**config.mk**
```make
export PLATFORM = sky130hd
export DESIGN_NAME = pulse_store
export DESIGN_NICKNAME = d
export VERILOG_FILES = /design/src/rtl/pulse_store.sv
export SDC_FILE = /design/constraint.sdc
export NUM_CORES = 1
export LEC_CHECK = 0
export ABC_AREA = 1
export CORE_UTILIZATION = 40
export CTS_CLUSTER_DIAMETER = 200
export DETAILED_ROUTE_END_ITERATION = 10
export DONT_BUFFER_PORTS = 1
export SLEW_MARGIN = 25
export SYNTH_ARGS = -nofsm -noshare
export SYNTH_HDL_FRONTEND = slang
export SYNTH_SLANG_ARGS = --single-unit
```
**constraint.sdc**
```tcl
create_clock -name clk -period 6.3 [get_ports clk]
set_input_delay 0.63 -clock clk [delete_from_list [all_inputs] [get_ports clk]]
set_output_delay 0.63 -clock clk [all_outputs]
set_load 0.01 [all_outputs]
```
**src/rtl/pulse_store.sv**
```systemverilog
// pulse_store
// Write-side companion to the pulse instruction memory. Decoded pulse commands
// arrive on a valid/ready stream, are packed into the 256-bit pulse instruction
// layout, buffered in a small FIFO and issued on a registered memory write port
// that completes a write on mem_we && mem_wr_ready. A clear request drains any
// buffered commands and then sweeps zeros over every memory entry.
//
// Ports:
//   clk, rst                      - clock, synchronous active-high reset
//   in_valid/in_ready             - command stream handshake
//   in_addr, in_frequency, in_phase, in_amplitude, in_t_start, in_t_len
//                                 - command fields
//   clear_req                     - one-cycle request to zero all entries
//   mem_wr_ready                  - write-port grant from the fetch side
//   mem_we, mem_waddr, mem_wdata  - registered write port
//   busy                          - any buffered, pending or in-progress work
//   range_err, err_clr            - sticky t_start overflow flag and its clear
//   wr_count                      - saturating count of completed command writes
module pulse_store #(
    parameter int DEPTH      = 32,
    parameter int ADDR_W     = 5,
    parameter int FIFO_DEPTH = 4
) (
    input  logic              clk,
    input  logic              rst,
    input  logic              in_valid,
    output logic              in_ready,
    input  logic [ADDR_W-1:0] in_addr,
    input  logic [31:0]       in_frequency,
    input  logic [15:0]       in_phase,
    input  logic [13:0]       in_amplitude,
    input  logic [27:0]       in_t_start,
    input  logic [19:0]       in_t_len,
    input  logic              clear_req,
    input  logic              mem_wr_ready,
    output logic              mem_we,
    output logic [ADDR_W-1:0] mem_waddr,
    output logic [255:0]      mem_wdata,
    output logic              busy,
    output logic              range_err,
    input  logic              err_clr,
    output logic [15:0]       wr_count
);

    localparam int PTR_W  = $clog2(FIFO_DEPTH);
    localparam int CNT_W  = PTR_W + 1;
    // Meaningful payload bits of the 256-bit word; everything above is zero.
    localparam int PAY_W  = 108;
    localparam int WORD_W = ADDR_W + PAY_W;
    localparam logic [CNT_W-1:0]  FULL_CNT  = CNT_W'(FIFO_DEPTH);
    localparam logic [ADDR_W-1:0] LAST_ADDR = ADDR_W'(DEPTH - 1);

    typedef enum logic [1:0] {
        IDLE  = 2'd0,
        DRAIN = 2'd1,
        CLEAR = 2'd2
    } state_t;

    state_t              state_reg;
    logic [PTR_W-1:0]    wr_ptr_reg;
    logic [PTR_W-1:0]    rd_ptr_reg;
    logic [CNT_W-1:0]    fifo_count_reg;
    logic [WORD_W-1:0]   fifo_mem [FIFO_DEPTH];

    logic                mem_we_reg;
    logic [ADDR_W-1:0]   mem_waddr_reg;
    logic [255:0]        mem_wdata_reg;
    logic                range_err_reg;
    logic [15:0]         wr_count_reg;

    logic                fifo_full;
    logic                fifo_empty;
    logic                push;
    logic                pop;
    logic                out_free;
    logic                drained;
    logic                start_clear;
    logic                t_start_ovf;
    logic [25:0]         t_start_sat;
    logic [WORD_W-1:0]   push_word;
    logic [WORD_W-1:0]   head_word;

    assign fifo_full  = (fifo_count_reg == FULL_CNT);
    assign fifo_empty = (fifo_count_reg == '0);

    assign in_ready = !fifo_full && (state_reg == IDLE);
    assign push     = in_valid && in_ready;

    // The output register can take a new word when it is empty or its
    // current write is being granted this cycle.
    assign out_free = !mem_we_reg || mem_wr_ready;
    assign pop      = !fifo_empty && out_free && (state_reg != CLEAR);

    // Nothing buffered and nothing on the write port. A command accepted in
    // the same cycle as clear_req must still be written before the sweep.
    assign drained     = fifo_empty && !mem_we_reg;
    assign start_clear = ((state_reg == IDLE) && clear_req && drained && !push) ||
                         ((state_reg == DRAIN) && drained);

    assign t_start_ovf = |in_t_start[27:26];
    assign t_start_sat = t_start_ovf ? 26'h3FFFFFF : in_t_start[25:0];
    assign push_word   = {in_addr, in_t_len, t_start_sat, in_amplitude,
                          in_phase, in_frequency};
    assign head_word   = fifo_mem[rd_ptr_reg];

    // Command buffer storage: one register bank per entry, no reset needed
    // since the occupancy count qualifies every read.
    generate
        for (genvar gi = 0; gi < FIFO_DEPTH; gi++) begin : g_fifo_entry
            localparam logic [PTR_W-1:0] ENTRY_IDX = PTR_W'(gi);
            always_ff @(posedge clk) begin
                if (push && (wr_ptr_reg == ENTRY_IDX)) begin
                    fifo_mem[gi] <= push_word;
                end
            end
        end
    endgenerate

    always_ff @(posedge clk) begin
        if (rst) begin
            wr_ptr_reg     <= '0;
            rd_ptr_reg     <= '0;
            fifo_count_reg <= '0;
        end else begin
            if (push) begin
                wr_ptr_reg <= wr_ptr_reg + 1'b1;
            end
            if (pop) begin
                rd_ptr_reg <= rd_ptr_reg + 1'b1;
            end
            case ({push, pop})
                2'b10:   fifo_count_reg <= fifo_count_reg + 1'b1;
                2'b01:   fifo_count_reg <= fifo_count_reg - 1'b1;
                default: fifo_count_reg <= fifo_count_reg;
            endcase
        end
    end

    // Sticky overflow flag; a new overflow wins over a simultaneous clear.
    always_ff @(posedge clk) begin
        if (rst) begin
            range_err_reg <= 1'b0;
        end else if (push && t_start_ovf) begin
            range_err_reg <= 1'b1;
        end else if (err_clr) begin
            range_err_reg <= 1'b0;
        end
    end

    // Control FSM together with the registered write port and write counter.
    always_ff @(posedge clk) begin
        if (rst) begin
            state_reg     <= IDLE;
            mem_we_reg    <= 1'b0;
            mem_waddr_reg <= '0;
            mem_wdata_reg <= '0;
            wr_count_reg  <= '0;
        end else begin
            // Only command writes are counted; sweeps enter CLEAR with the
            // port idle, so no command write can be granted while in CLEAR.
            if (mem_we_reg && mem_wr_ready && (state_reg != CLEAR) &&
                (wr_count_reg != 16'hFFFF)) begin
                wr_count_reg <= wr_count_reg + 16'd1;
            end

            case (state_reg)
                CLEAR: begin
                    if (mem_wr_ready) begin
                        if (mem_waddr_reg == LAST_ADDR) begin
                            mem_we_reg   <= 1'b0;
                            state_reg    <= IDLE;
                            wr_count_reg <= '0;
                        end else begin
                            mem_waddr_reg <= mem_waddr_reg + 1'b1;
                        end
                    end
                end
                default: begin
                    if (start_clear) begin
                        // First zero write goes out straight away at entry 0.
                        state_reg     <= CLEAR;
                        mem_we_reg    <= 1'b1;
                        mem_waddr_reg <= '0;
                        mem_wdata_reg <= '0;
                    end else begin
                        if ((state_reg == IDLE) && clear_req) begin
                            state_reg <= DRAIN;
                        end
                        if (out_free) begin
                            if (!fifo_empty) begin
                                mem_we_reg    <= 1'b1;
                                mem_waddr_reg <= head_word[WORD_W-1:PAY_W];
                                mem_wdata_reg <= {{(256-PAY_W){1'b0}},
                                                  head_word[PAY_W-1:0]};
                            end else begin
                                mem_we_reg <= 1'b0;
                            end
                        end
                    end
                end
            endcase
        end
    end

    assign mem_we    = mem_we_reg;
    assign mem_waddr = mem_waddr_reg;
    assign mem_wdata = mem_wdata_reg;
    assign range_err = range_err_reg;
    assign wr_count  = wr_count_reg;
    assign busy      = !fifo_empty || mem_we_reg || (state_reg != IDLE);

endmodule
```
==> results of run 1 <==
## cells by family after synthesis
kind of cell	after synthesis	synth area share, %
buffers and inverters	344	8.16
flip-flops	594	69.7
XOR/XNOR	8	0.297
other	1	0.0159
AND/OR/NAND/NOR	631	10.5
adder cells (fa/ha/maj)	9	0.510
AO/OA/AOI/OAI	480	10.9
## critical path, stage by stage (launching register included)
cell     delay (ps)
dfxtp_1         400
nor2_1           90
nand2_1          90
nand3_1         510
nand2_2         380
nand2_2         100
nor2_4          600
buf_4           580
nand2_1         100
a21oi_1         170
## through the flow
| step | hold WS (ps) | setup WS (ps) | power [mW] |
|---|---|---|---|
| after global placement | 460 | 3110 | 8.88 |
| after global routing | 67.3 | 2830 | 13.2 |
| final | 98.8 | 3190 | 12.4 |
| after CTS | 55.7 | 3060 | 12.6 |
| after floorplan | 436 | 70.5 | 8.03 |
| after detailed placement | 471 | 3020 | 8.93 |
## placed cells by master (no fill, tap or decap), types with 2 or more instances in the layout
| cell type | netlist | final |
|---|---|---|
| buf_4 | 150 | 6 |
| nand2_1 | 325 | 325 |
| xnor2_1 | 3 | 3 |
| clkinv_2 | 0 | 14 |
| nor3_1 | 12 | 12 |
| nand2_2 | 2 | 2 |
| inv_2 | 4 | 3 |
| inv_1 | 75 | 75 |
| nand3_1 | 15 | 15 |
| xor2_1 | 5 | 5 |
| o22ai_1 | 109 | 109 |
| nor2_2 | 1 | 2 |
| ha_1 | 8 | 8 |
| o211ai_1 | 5 | 5 |
| clkbuf_16 | 0 | 66 |
| conb_1 | 1 | 148 |
| nor2_4 | 3 | 7 |
| dfxtp_4 | 0 | 2 |
| edfxtp_1 | 452 | 452 |
| nor2_1 | 260 | 255 |
| inv_4 | 0 | 2 |
| nand4_1 | 8 | 8 |
| buf_12 | 0 | 5 |
| inv_6 | 0 | 2 |
| dfxtp_1 | 142 | 140 |
| nor3_2 | 2 | 2 |
| clkinv_1 | 1 | 4 |
| clkinvlp_4 | 0 | 5 |
| clkbuf_1 | 68 | 7 |
| o21ai_1 | 7 | 7 |
| bufinv_16 | 0 | 4 |
| clkbuf_8 | 0 | 8 |
| buf_6 | 2 | 2 |
| clkinv_4 | 0 | 3 |
| a21oi_1 | 129 | 129 |
| o21ai_0 | 227 | 227 |
## final cells by class
class	count	area (sq um)
clock buffer	81	1790
clock inverter	34	309
fill	5270	32100
inverter	80	310
multi-input combinational	1276	5810
sequential	594	16400
tap	765	957
timing repair buffer	13	168
## power groups by stage
stage	combinational (mW)	clock [mW]	sequential [mW]
after detailed placement	3.12	0	5.82
final	3.05	3.67	5.71
after floorplan	2.36	0	5.67
after CTS	3.13	3.76	5.74
after global routing	3.46	3.89	5.80
after global placement	3.07	0	5.80
## per-layer routing
layer	up-vias	track usage, %	wire [microns]
met2	473	30.4	26700
met1	7069	21.7	22300
met3	105	4.21	3510
li1	6833	-	-
met4	0	6.78	1710
met5	-	0	0
## worst paths after layout
kind	start	end	slack, ps	depth (start not counted)
max	fifo_count_reg[0]	mem_wdata[77]	3190	9
min	rst	mem_wdata[105]	100	1
max reg2reg	fifo_count_reg[0]	mem_wdata[77]	3190	9
min reg2reg	rd_ptr_reg[1]	register	480	2
==> impl_metrics.yaml, run 1 <==
run_status:
  status: "complete, no violations"
clocking:
  clk_path_buf_depth: 3
  path_clk_slew_ps: 60
  numClockSinks: 594
  insertion_delay_ps: 620
  htree_levels: 2
  root_buffer: "clkbuf_16"
  holdBufCountCts: 0
  cts_tree: "done"
  ctsResizeCount: 0
  post_cts_buffers: 0
  numCtsBuffers: 61
detailed_routing:
  routedWlPerCell_microns: 19.1
  num_vias: 14500
  wl_microns: 54200
  viasPerCell: 5.09
  first_pass_iters: 8
  antenna_left: 0
  drtIter0Drc: 805
  drc: 0
placed_design:
  placed_cell_area_sq_mm: 0.0237
  dpl.hpwl_microns: 29200
  io_buffers: 0
  dp.cells: 2728
  gp_congestion: 0.825
logic_synthesis:
  netlist_top_cells_area: "edfxtp_1 (58%), dfxtp_1 (12%), nand2_1 (5.2%)"
  yosysSeqAreaShare_pct: 69.7
  ys_types: 35
  synth_top_area_share_pct: 57.6
  ys_top_cells_by_count: "edfxtp_1 (452), nand2_1 (325), nor2_1 (260), o21ai_0 (227), buf_4 (150)"
  synthCells: 2067
  synth_ff_type: "edfxtp_1"
  synth-warning-count: 0
  async_flop_share_pct: 0
  yosysMostFrequentCell: "edfxtp_1"
  synth.largest_area_cell: "edfxtp_1"
  syn_area_sq_mm: 0.0236
  synth_edf_count: 452
  ys_ff_latch: 594
  synth_area_per_cell_sq_um: 11.4
global_routing:
  grt_pass1_wl_microns: 82100
  grt_pass1_vias: 13800
  grt_max_degree: 141
  overflow: 0
  grt_use_total_pct: 17.8
  antenna_found_initial: 0
power_and_ir_drop:
  pwr-share-seq_pct: 45.9
  ir_drop_v: 0.000288
  p_int_mw: 8.10
  leakagePower_nw: 8.89
  p_switching_mw: 4.33
  switching_share_pct: 34.9
  comb_power_share_pct: 24.6
  p_per_area_mw_per_mm2: 482
  power.share.clock_pct: 29.5
sta:
  slew_headroom_pct: 43.8
  slew_viol_final: 0
  period_share_pct: 49.3
  rsz0062_at_grt: "no"
  tightest_slew_ps: 843
  totalNegativeSetupSlack_ps: 0
  setup_viol: 0
  max_freq_ghz: 0.322
  min_period_ps: 3110
  hold_viol: 0
  finalClockSkew_ps: 28.8
critical_path:
  path_max_fanout: 43
  arrival_ps: 3650
  startpoint_type: "register"
  cp-end-kind: "register"
  crit_required_ps: 6840
  criticalPathCategory: "register to register"
final_layout:
  synthToLayoutAreaGrowth_pct: 9.34
  nets: 2156
  fin_area_sq_mm: 0.0258
  largest_reg_flops: 452
  layout.cells.non_filler: 2843
  layout-drive-gt1-share_pct: 6.64
  diodes: 0
  utilization_pct: 44.5
floorplan:
  ios: 402
  num_rows: 88
  die_w_microns: 245
  die-area_sq_mm: 0.0599
  coreArea_sq_mm: 0.0579
  initial_core_util_pct: 40.7
  die_y_microns: 245
flow_run:
  maxCapViolCount: 0
hold_path:
  hp-class: "input port to register"
Power figures use the tool's default switching activity.
==> run 2: changes to the inputs <==
- clock period: 6.3 -> 3 ns (I/O delays scaled with it)
==> impl_metrics.yaml, run 2 (synthesis gave the netlist of run 1 again) <==
run_status:
  status: "complete, no violations"
final_layout:
  synthToLayoutAreaGrowth_pct: 14.7
  fin_area_sq_mm: 0.0270
  n_fill_cell: 5128
  layout.cells.non_filler: 2973
  regArea_sq_mm: 0.0164
  largest_reg_flops: 452
  layout-drive-gt1-share_pct: 6.34
  nets: 2285
  final_common_cell: "edfxtp_1"
  final_cell_mix: "edfxtp_1 (452), nand2_1 (325), nor2_1 (255)"
  multi_input_area_sq_mm: 0.00581
critical_path:
  crit_required_ps: 3480
  cp-end-kind: "register"
  worstReg2RegStart: "state_reg[0]"
  r2r_slack_ps: 690
  arrival_ps: 2790
  crit_start: "state_reg[0]"
  rr_worst_depth: 8
  startpoint_type: "register"
  criticalPathCategory: "register to register"
  path_max_fanout: 70
detailed_routing:
  drtIter0Drc: 984
  wl_microns: 54500
  drc: 0
  num_vias: 15000
  routedWlPerCell_microns: 18.3
  first_pass_iters: 7
  antenna_left: 0
  viasPerCell: 5.03
sta:
  slew_headroom_pct: 35.4
  tightest_slew_ps: 968
  max_freq_ghz: 0.433
  period_share_pct: 76.9
  rsz0062_at_grt: "no"
  slew_viol_final: 0
  setup_viol: 0
  whs_ps: 38.5
  finalClockSkew_ps: 35.8
  hold_viol: 0
  min_period_ps: 2310
power_and_ir_drop:
  p_switching_mw: 9.17
  switching_share_pct: 35.0
  leakagePower_nw: 9.41
  pwr-share-seq_pct: 45.4
  p_int_mw: 17.0
  comb_power_share_pct: 26.1
  p_total_mw: 26.2
  p_per_area_mw_per_mm2: 969
  ir_drop_v: 0.000885
  power.share.clock_pct: 28.5
placed_design:
  placed_cell_area_sq_mm: 0.0239
  dpl.hpwl_microns: 30000
  gp_congestion: 0.820
  dp.cells: 2742
  io_buffers: 0
clocking:
  insertion_delay_ps: 630
  clk_path_buf_depth: 3
  numClockSinks: 594
  ctsResizeCount: 0
  holdBufCountCts: 116
  htree_levels: 2
  post_cts_buffers: 0
  path_clk_slew_ps: 60
  root_buffer: "clkbuf_16"
  cts_tree: "done"
  numCtsBuffers: 60
floorplan:
  coreArea_sq_mm: 0.0579
  die-area_sq_mm: 0.0599
  die_y_microns: 245
  ios: 402
  die_w_microns: 245
  num_rows: 88
  initial_core_util_pct: 40.7
global_routing:
  grt_pass1_wl_microns: 83100
  antenna_found_initial: 5
  grt_pass1_vias: 14500
  grt_max_degree: 175
  grt_use_total_pct: 17.9
  overflow: 0
flow_run:
  maxCapViolCount: 0
hold_path:
  hp-class: "input port to register"
==> run 2: changes by cell type in the layout (fill, tap and decap cells not counted), moves of 2 or more <==
cell | before | now
bufinv_16 | 4 | 6
buf_4 | 6 | 15
clkinv_1 | 4 | 10
buf_6 | 2 | 0
clkinv_2 | 14 | 11
inv_6 | 2 | 4
clkbuf_16 | 66 | 61
clkbuf_8 | 8 | 3
dlygate4sd3_1 | 0 | 115
clkbuf_1 | 7 | 13
buf_12 | 5 | 12
==> run 2: how the worst min path moves through the flow <==
stage                                from              to  cells after the start
after floorplan           in_frequency[0]  fifo_mem[0][0]                      0
after CTS                       clear_req    state_reg[0]                      3
after detailed placement              rst  mem_wdata[104]                      1
final                           clear_req    state_reg[1]                      5
after global routing            clear_req    state_reg[0]                      3
after global placement                rst       range_err                      1
==> run 2: power by group through the flow <==
stage	sequential [mW]	clock, mW	combinational (mW)
floorplan	11.8	0	4.96
global placement	12.0	0	6.62
detailed placement	12.1	0	6.75
CTS	11.9	7.62	6.99
global route	12.0	7.94	7.75
finish	11.9	7.47	6.84
==> run 2: per-layer routing <==
layer  global-route usage (%)  part of all wire (%)  vias up
li1                         -                     -     7085
met1                     22.3                    42     7298
met2                     31.6                    51      490
met3                     3.46                   5.4       82
met4                     4.80                   1.9        8
met5                        0                 0.097        -
==> run 2: cell type report <==
cell class / instances / area share (%)
Multi-Input combinational cell: 1276 / 21.5
Timing Repair Buffer: 143 / 5.67
Clock buffer: 77 / 5.98
Tap cell: 765 / 3.54
Clock inverter: 37 / 1.39
Sequential cell: 594 / 60.8
Antenna cell: 1 / 0.00926
Inverter: 80 / 1.14
==> run 2: worst max-delay path, stage by stage, from the launching register on <==
cell,delay [ps]
dfxtp_1,440
nor2_4,90
inv_2,170
nand2_1,140
nor2_4,170
buf_4,750
nand2_1,140
o21ai_0,190
a21oi_1,70
==> run 2: stage by stage <==
stage	TNS (ps)	setup slack, ps	util, %
after floorplan	-558170	-1230	-
after global placement	0	668	41.2
after detailed placement	0	694	41.2
after CTS	0	670	46.7
after global routing	0	467	46.7
final	0	692	46.7
